### src/rtl/fwd_scoreboard.sv
// fwd_scoreboard: in-flight destination scoreboard with youngest-producer forwarding and load-use stall; define FLAG_FWD_EN for CPSR forwarding
module fwd_scoreboard #(
  parameter int REGAW = 4,
  parameter int ALUAW = 4,
  parameter int DEPTH = 3,
  parameter int NSRC = 2,
  parameter int LOAD_STAGE = 2,
  parameter int SELW = 2
) (
  input  logic                  clk,
  input  logic                  reset,
  input  logic                  flush,
  input  logic                  issue_valid,
  input  logic [ALUAW-1:0]      issue_alu_opcode,
  input  logic [REGAW-1:0]      issue_dst,
  input  logic                  issue_is_load,
  input  logic [NSRC*REGAW-1:0] issue_src,
  input  logic [NSRC-1:0]       issue_src_used,
  input  logic                  issue_set_flags,
  output logic                  stall,
  output logic [NSRC*SELW-1:0]  fwd_sel,
  output logic [SELW-1:0]       flag_fwd_sel,
  output logic [SELW-1:0]       pending_cnt
);
  localparam logic [ALUAW-1:0] TST = ALUAW'(8);
  localparam logic [ALUAW-1:0] TEQ = ALUAW'(9);
  localparam logic [ALUAW-1:0] CMP = ALUAW'(10);
  localparam logic [ALUAW-1:0] CMN = ALUAW'(11);
  localparam logic [REGAW-1:0] PC = {REGAW{1'b1}};
  logic [DEPTH:1]   v, w, ld;
  logic [REGAW-1:0] d [1:DEPTH];
  logic             push, wr, stall_any, hit_ld;
  logic [SELW-1:0]  sel, nxt_cnt;
  logic [REGAW-1:0] src;
  assign wr = !(issue_alu_opcode inside {TST, TEQ, CMP, CMN});
  assign stall = issue_valid & stall_any;
  assign push = issue_valid & ~stall;
  always_comb begin
    fwd_sel = '0;
    stall_any = 1'b0;
    sel = '0;
    hit_ld = 1'b0;
    src = '0;
    for (int i = 0; i < NSRC; i++) begin
      sel = '0;
      hit_ld = 1'b0;
      src = issue_src[i*REGAW +: REGAW];
      for (int k = DEPTH; k >= 1; k--)
        if (v[k] && w[k] && issue_src_used[i] && d[k] == src && src != PC) begin
          sel = SELW'(k);
          hit_ld = ld[k];
        end
      fwd_sel[i*SELW +: SELW] = sel;
      stall_any = stall_any | (hit_ld && int'(sel) < LOAD_STAGE);
    end
  end
  always_comb begin
    nxt_cnt = SELW'(push);
    for (int k = 1; k < DEPTH; k++) nxt_cnt = nxt_cnt + SELW'(v[k]);
  end
  always_ff @(posedge clk) begin
    if (reset || flush) begin
      v <= '0;
      w <= '0;
      ld <= '0;
      pending_cnt <= '0;
      for (int k = 1; k <= DEPTH; k++) d[k] <= '0;
    end else begin
      for (int k = DEPTH; k > 1; k--) begin
        v[k] <= v[k-1];
        w[k] <= w[k-1];
        ld[k] <= ld[k-1];
        d[k] <= d[k-1];
      end
      v[1] <= push;
      w[1] <= push & wr;
      ld[1] <= push & issue_is_load;
      d[1] <= push ? issue_dst : '0;
      pending_cnt <= nxt_cnt;
    end
  end
`ifdef FLAG_FWD_EN
  logic [DEPTH:1] sf;
  always_ff @(posedge clk) begin
    if (reset || flush) sf <= '0;
    else begin
      for (int k = DEPTH; k > 1; k--) sf[k] <= sf[k-1];
      sf[1] <= push & issue_set_flags;
    end
  end
  always_comb begin
    flag_fwd_sel = '0;
    for (int k = DEPTH; k >= 1; k--) if (v[k] && sf[k]) flag_fwd_sel = SELW'(k);
  end
`else
  logic unused_set_flags;
  assign unused_set_flags = issue_set_flags;
  assign flag_fwd_sel = '0;
`endif
endmodule

### config.mk
export PLATFORM = sky130hd
export DESIGN_NAME = fwd_scoreboard
export DESIGN_NICKNAME = d
export VERILOG_FILES = /design/src/rtl/fwd_scoreboard.sv
export SDC_FILE = /design/constraint.sdc
export NUM_CORES = 1
export LEC_CHECK = 0
export BUFFER_PORTS_ARGS = -buffer_cell sky130_fd_sc_hd__buf_2
export CORE_ASPECT_RATIO = 1.25
export CORE_MARGIN = 10
export CORE_UTILIZATION = 50
export CTS_CLUSTER_DIAMETER = 40
export DETAILED_ROUTE_END_ITERATION = 8
export GPL_TIMING_DRIVEN = 0
export MAX_ROUTING_LAYER = met4
export PLACE_DENSITY = 0.77
export SYNTH_ARGS = -nofsm -noshare
export SYNTH_HDL_FRONTEND = slang
export SYNTH_SLANG_ARGS = --single-unit
### constraint.sdc
create_clock -name clk -period 2.3 [get_ports clk]
set_input_delay 0.23 -clock clk [delete_from_list [all_inputs] [get_ports clk]]
set_output_delay 0.23 -clock clk [all_outputs]
set_load 0.02 [all_outputs]
== After elaboration in Yosys (flattened, before gate mapping) ==
Memory sizes are Yosys's and may differ from the RTL's.
Cells that the tools add are included.
W data, S select, Z words.

* $add $sub $neg: 2
* Magnitude comparators: 2
* Equal/unequal tests: 12
* Muxes and demuxes: 19
* Bitwise logic cells: 9
* Reductions and logical operators: 26

{| class="wikitable"
|+ Operator list
! cell !! count
|-
| $eq A4 B4 Y1 || 6
|-
| $logic_and A1 B1 Y1 || 23
|-
| $eq A4 B4 Y1 const B || 4
|-
| $mux W4 || 4
|-
| $mux W2 || 6
|-
| $mux W1 || 9
|-
| $ne A4 B4 Y1 const B || 2
|-
| $and A1 B1 Y1 || 4
|-
| $lt A2 B2 Y1 const B || 2
|-
| $or A1 B1 Y1 || 4
|-
| $reduce_bool A4 Y1 || 1
|-
| $add A1 B1 Y2 || 1
|-
| $add A2 B1 Y2 || 1
|-
| $logic_not A1 Y1 || 1
|-
| $logic_or A1 B1 Y1 || 1
|-
| $not A1 Y1 || 1
|}

* Register bits: 11
* RAM bits: 12
* Output and inout bits: 9
* Memories: 1

{| class="wikitable"
|+ Memories
! memory !! words !! bits a word !! rd ports !! clocked after memory_dff !! wr ports !! line !! text
|-
| d || 3 || 4 || 3 || 0 || 3 || 31 || <nowiki>logic [REGAW-1:0] d [1:DEPTH];</nowiki>
|}

== Logic depth before layout (Yosys ltp) ==
Gate-level depths: netlist of run 1.

* Depth after elaboration: 15
* Gate-level depth with buffers: 8
* Depth with buffers taken out: 6

== Worst setup path before layout of run 1 ==
OpenSTA, ideal clock, no wires.

* Kind: register to register
* Start: register, netlist name d[0][5]
* End: register pending_cnt[0]
* Setup time: 0.078 ns
* Arrival: 1.723 ns
* Data required time: 2.222 ns
* Slack: 0.499 ns
* Stages on the path, launching flop included: 8
* Period minus slack after synthesis: 1.801 ns
* Path through: dfxtp_1 > xor2_1 > nor3_1 > a2bb2o_4 > buf_6 > or2_1 > fa_1 > nor3_1

{| class="wikitable"
|+ RTL lines
! element !! line !! text
|-
| end signal, assigned || 79 || <nowiki>pending_cnt <= nxt_cnt;</nowiki>
|-
| end, declared || 23 || <nowiki>output logic [SELW-1:0] pending_cnt</nowiki>
|}

==> results.ini, run 1 <==
[setup_path]
cp-start-kind=flop
cp_cell_sequence=xor2_1, nor3_1, a2bb2o_4, buf_6, or2_1, fa_1, nor3_1
cp_max_fo=8
path_class=reg2reg
slowest_stage=fa_1
crit_arrival_ns=2.22
end_kind=flop
cp.required_ns=2.55
worst_path_most_repeated_cell=nor3_1
critPathMaxStageDelay_ns=0.43

[clock_network]
cts_resized=0
path_clk_slew_ns=0.11
clockBufferDepth=2
htreeDepth=1
root_buffer=clkbuf_4
ctsHoldBuffers=0
clock_sinks=21
clock_latency_ns=0.31
cts_setup_buffers=0
cts_inserted_buffers=3
cts_tree=done

[logic_synthesis]
async_flop_share_pct=0
synthCells=123
yosysSeqAreaShare_pct=37.1
synth_area_per_cell_um2=9.21
synth_top_area_cell=dfxtp_1
synth.distinct_cells=33
synth_top_cell_area_share_pct=37.1
ys_ff_latch=21
netlist_area_um2=1130
synth_flop_cell=dfxtp_1
yosysWarnings=0
synth_area_leaders=dfxtp_1 (37%), xnor2_1 (10%), xor2_1 (8.5%)
synth-edff-count=0

[pwr]
power.static_leakage_uw=0.000584
pwr-share-seq_pct=58.1
power_density_nw_per_um2=490
combPwrFrac_pct=14.4
ir_drop_mv=0.401
switching_share_pct=25.9
power_frac_clock_pct=27.6
cell_internal_pwr_uw=478
p_switching_uw=167

[cells_and_area]
regArea_um2=420
stdcell_area_um2=1320
multi_input_area_um2=633
layout.core_utilization_pct=60.2
num-fill-cells=211
drive_gt1_share_pct=26.5
area_growth_pct=16.4
layout_commonest_cell=buf_2
layout.nets=177
antenna_cells=0
final_cell_mix=buf_2 (23), dfxtp_1 (21), xnor2_1 (13)

[placement]
place.gp.congestion=0.886
hpwl_um=1990
placed_area_um2=1290
io_buffers=23

[drt]
vias=917
wire_per_inst_um=13.4
drt-initial-drc-count=17
drtAntennaViolNets=0
drc=0
finalWirelength_um=2440
dr.pass1.iters=4
vias_per_cell=5.04

[timing]
fin_skew_ns=0.00372
holdWs_ns=0.117
hold_viol_final=0
setup_violations=0
rsz0062_at_grt=no
finalCriticalPeriod_ns=1.97
setup_tns_ns=0
slew_violations=0
clock.fmax_mhz=507
finalCritPeriodShare_pct=85.8

[outcome]
status=completed

[global_routing]
grt.overflow.total=0
grt_pass1_wl_um=4150
grt_max_degree=13
grt_antenna_before_repair=0
grt_pass1_vias=966
grt_usage_pct=11.5

[floorplanning]
die_h_um=73.2
start_util_pct=51.8
ios=33
core-area_um2=2190
die_area_um2=4580
row_count=19
die_x_um=62.6

[job]
max_cap_viol_count=0

[worst_hold_path]
hp-class=in2reg

-- metrics by stage --
| step | instances | worst slack [ns] | power, uW |
|---|---|---|---|
| global placement | 178 | 0.346 | 472 |
| finish | 182 | 0.327 | 645 |
| global route | 182 | 0.198 | 670 |
| CTS | 182 | 0.320 | 647 |
| detailed placement | 178 | 0.290 | 476 |
| floorplan | 124 | 0.499 | 441 |
-- registers in the layout, summed over array words and instances, names as in the netlist --
name	count
d	12
v	3
w	3
pending_cnt	2
ld	1
-- cell usage after synthesis, drive strengths merged, types with 2 or more instances --
library cell and count:
and2 12, and4 2, buf 7, dfxtp 21, inv 4, nand2 5
nand3 9, nand4 5, nor2 9, nor3 8, nor4 3, or4 2
xnor2 13, xor2 11
-- worst max-delay path, delay by kind of cell (launching register included) --
family	cells	cell delay (ns)
and+or+nand+nor	3	0.50
AOI/OAI and AO/OA	1	0.22
xor gates and xnor gates	1	0.21
DFF	1	0.40
adders and majority gates	1	0.43
buffers and inverters	1	0.13
-- worst paths after layout --
path	endpoint	depth (start not counted)	slack (ns)	startpoint
max	pending_cnt[0]	7	0.33	d[0][5]
min	pending_cnt[1]	2	0.12	reset
max reg2reg	pending_cnt[0]	7	0.33	d[0][5]
min reg2reg	w[3]	1	0.47	w[2]
-- logic make-up after synthesis --
group	Yosys count	share of synthesized area (%)
AO/OA/AOI/OAI	6	5.41
XOR/XNOR	24	18.6
adder cells (fa/ha/maj)	1	1.77
buffers and inverters	12	7.29
flip-flops	21	37.1
other	1	0.331
AND/OR/NAND/NOR	58	29.5
-- per-layer routing --
layer	wire, um	track usage, %	vias to the layer above	part of all wire [%]
li1	-	-	471	-
met1	1040	12.4	409	43
met2	1160	18.8	32	47
met3	189	3.69	5	7.8
met4	49	5.97	0	2.0
met5	0	-	-	0
-- area by class of cell --
type                       count  share of cell area [%]
clock inverter                 1                   0.380
multi-input combinational     91                    48.1
inverter                       4                    1.14
sequential                    21                    31.9
buffer                         8                    5.13
clock buffer                   3                    1.71
timing repair buffer          23                    8.74
tap                           31                    2.94
-- power groups by stage --
stage	Clock [uW]	Combinational, uW	Sequential [uW]
floorplan	0	57.8	384
global placement	0	89.4	383
detailed placement	0	92.6	383
CTS	179	93.4	375
global route	190	104	376
finish	178	92.6	375
No activity file was read; power rests on OpenSTA's default activity.
==> inputs of run 2 (changes only) <==
- CORE_ASPECT_RATIO: 1.25 -> 0.9
- SLEW_MARGIN: not set -> 20
==> results.ini, run 2 (synthesis results as in run 1) <==
[outcome]
status=completed

[setup_path]
cp-start-kind=flop
slowest_stage=fa_1
end_kind=flop
crit_family=simple AND/OR/NAND/NOR gates
critPathMaxStageDelay_ns=0.44  ; about the same
crit_arrival_ns=2.23  ; about the same
reg2reg_slack_ns=0.31  ; -0.02 ns
cp_cell_sequence=xor2_1, nor3_1, a2bb2o_4, buf_6, or2_1, fa_1, nor3_1
cp.required_ns=2.54  ; about the same
path_buf_inv=1  ; unchanged
path_class=reg2reg
worst_path_most_repeated_cell=nor3_1
cp_max_fo=8  ; unchanged

[clock_network]
clock_latency_ns=0.30  ; about the same
htreeDepth=1  ; unchanged
path_clk_slew_ns=0.12  ; about the same
cts_setup_buffers=0  ; unchanged
cts_tree=done
ctsHoldBuffers=0  ; unchanged
cts_resized=0  ; unchanged
root_buffer=clkbuf_4
cts_inserted_buffers=3  ; unchanged
clockBufferDepth=2  ; unchanged
clock_sinks=21  ; unchanged

[drt]
vias=937  ; +2.2%
drt-initial-drc-count=50  ; +33
vias_per_cell=5.26  ; +4.5%
drtAntennaViolNets=0  ; unchanged
finalWirelength_um=2590  ; +6.2%
wire_per_inst_um=14.5  ; +8.5%
drc=0  ; unchanged
dr.pass1.iters=4  ; unchanged

[cells_and_area]
final_cell_mix=buf_2 (23), dfxtp_1 (21), xnor2_1 (13)
layout_commonest_cell=buf_2
area_growth_pct=15.9
drive_gt1_share_pct=26.5  ; unchanged
antenna_cells=0  ; unchanged
largest_register_ffs=12  ; unchanged
layout.nets=177  ; unchanged
num-fill-cells=201  ; -4.7%
stdcell_area_um2=1310  ; -0.38%
top_regs=d (12), v (3), w (3)
top_register=d

[global_routing]
grt_pass1_vias=921  ; -4.7%
grt_usage_pct=11.5  ; -0.048 points
grt_antenna_before_repair=0  ; unchanged
grt.overflow.total=0  ; unchanged
grt_max_degree=13  ; unchanged
grt_pass1_wl_um=4270  ; +2.8%

[job]
max_cap_viol_count=0  ; unchanged

[timing]
hold_viol_final=0  ; unchanged
fin_skew_ns=0.00400  ; +0.000282 ns
rsz0062_at_grt=no
clock.fmax_mhz=502  ; -0.92%
finalCritPeriodShare_pct=86.6  ; +0.79 points
finalCriticalPeriod_ns=1.99  ; +0.0183 ns
setup_violations=0  ; unchanged
slew_violations=0  ; unchanged
setup_tns_ns=0  ; unchanged

[floorplanning]
ios=33  ; unchanged
die_h_um=65.1  ; -11%
start_util_pct=52.4  ; +0.60 points
die_area_um2=4570  ; -0.21%
row_count=16  ; -3
die_x_um=70.2  ; +12%
core-area_um2=2160  ; -1.1%

[placement]
placed_area_um2=1280  ; -0.39%
io_buffers=23  ; unchanged
place.gp.congestion=0.832  ; -6.2%
hpwl_um=2120  ; +6.8%

[pwr]
pwr-share-seq_pct=58.0  ; about the same
power_frac_clock_pct=27.4  ; -0.2 points
ir_drop_mv=0.318  ; -21%
switching_share_pct=26.0  ; +0.096 points
p_switching_uw=168  ; +0.48%
fin_total_pwr_uw=646  ; +0.11%
combPwrFrac_pct=14.6  ; +0.2 points
power.static_leakage_uw=0.000584  ; unchanged
power_density_nw_per_um2=492  ; +0.49%
cell_internal_pwr_uw=478  ; about the same

[worst_hold_path]
hp-class=in2reg

## run 2: final timing paths
check | startpoint | endpoint | depth (start not counted)
setup / recovery | d[0][5] | pending_cnt[0] | 7
hold / removal | reset | pending_cnt[0] | 2
setup reg to reg | d[0][5] | pending_cnt[0] | 7
hold reg to reg | w[2] | w[3] | 1
## run 2: cell type report
class | count | area (um^2) | share of cell area (%)
buffer | 8 | 67.6 | 5.15
clock buffer | 3 | 22.5 | 1.72
clock inverter | 1 | 5.00 | 0.381
inverter | 4 | 15.0 | 1.14
multi-input combinational | 91 | 633 | 48.2
sequential | 21 | 420 | 32.0
tap | 27 | 33.8 | 2.57
timing repair buffer | 23 | 115 | 8.77
## run 2: per-layer routing
metal | GRT usage [%] | routed length [um]
met1 | 13.2 | 1130
met4 | 2.96 | 12
met5 | - | 0
met3 | 2.25 | 188
met2 | 20.1 | 1260
## run 2: metrics by stage
step / std cells / worst slack (ns) / util [%] / hold WS, ns
final: 178 / 0.309 / 60.7 / 0.122
after global routing: 178 / 0.234 / 60.7 / 0.122
after CTS: 178 / 0.332 / 60.7 / 0.121
after detailed placement: 174 / 0.300 / 59.4 / 0.443
after global placement: 174 / 0.336 / 59.4 / 0.438
after floorplan: 124 / 0.499 / - / 0.301
## run 2: power groups by stage
stage	Clock, uW	Combinational (uW)	Sequential (uW)
after floorplan	0	57.8	384
after global placement	0	89.9	383
after detailed placement	0	93.9	383
after CTS	177	94.3	375
after global routing	193	104	376
final	177	94.3	375
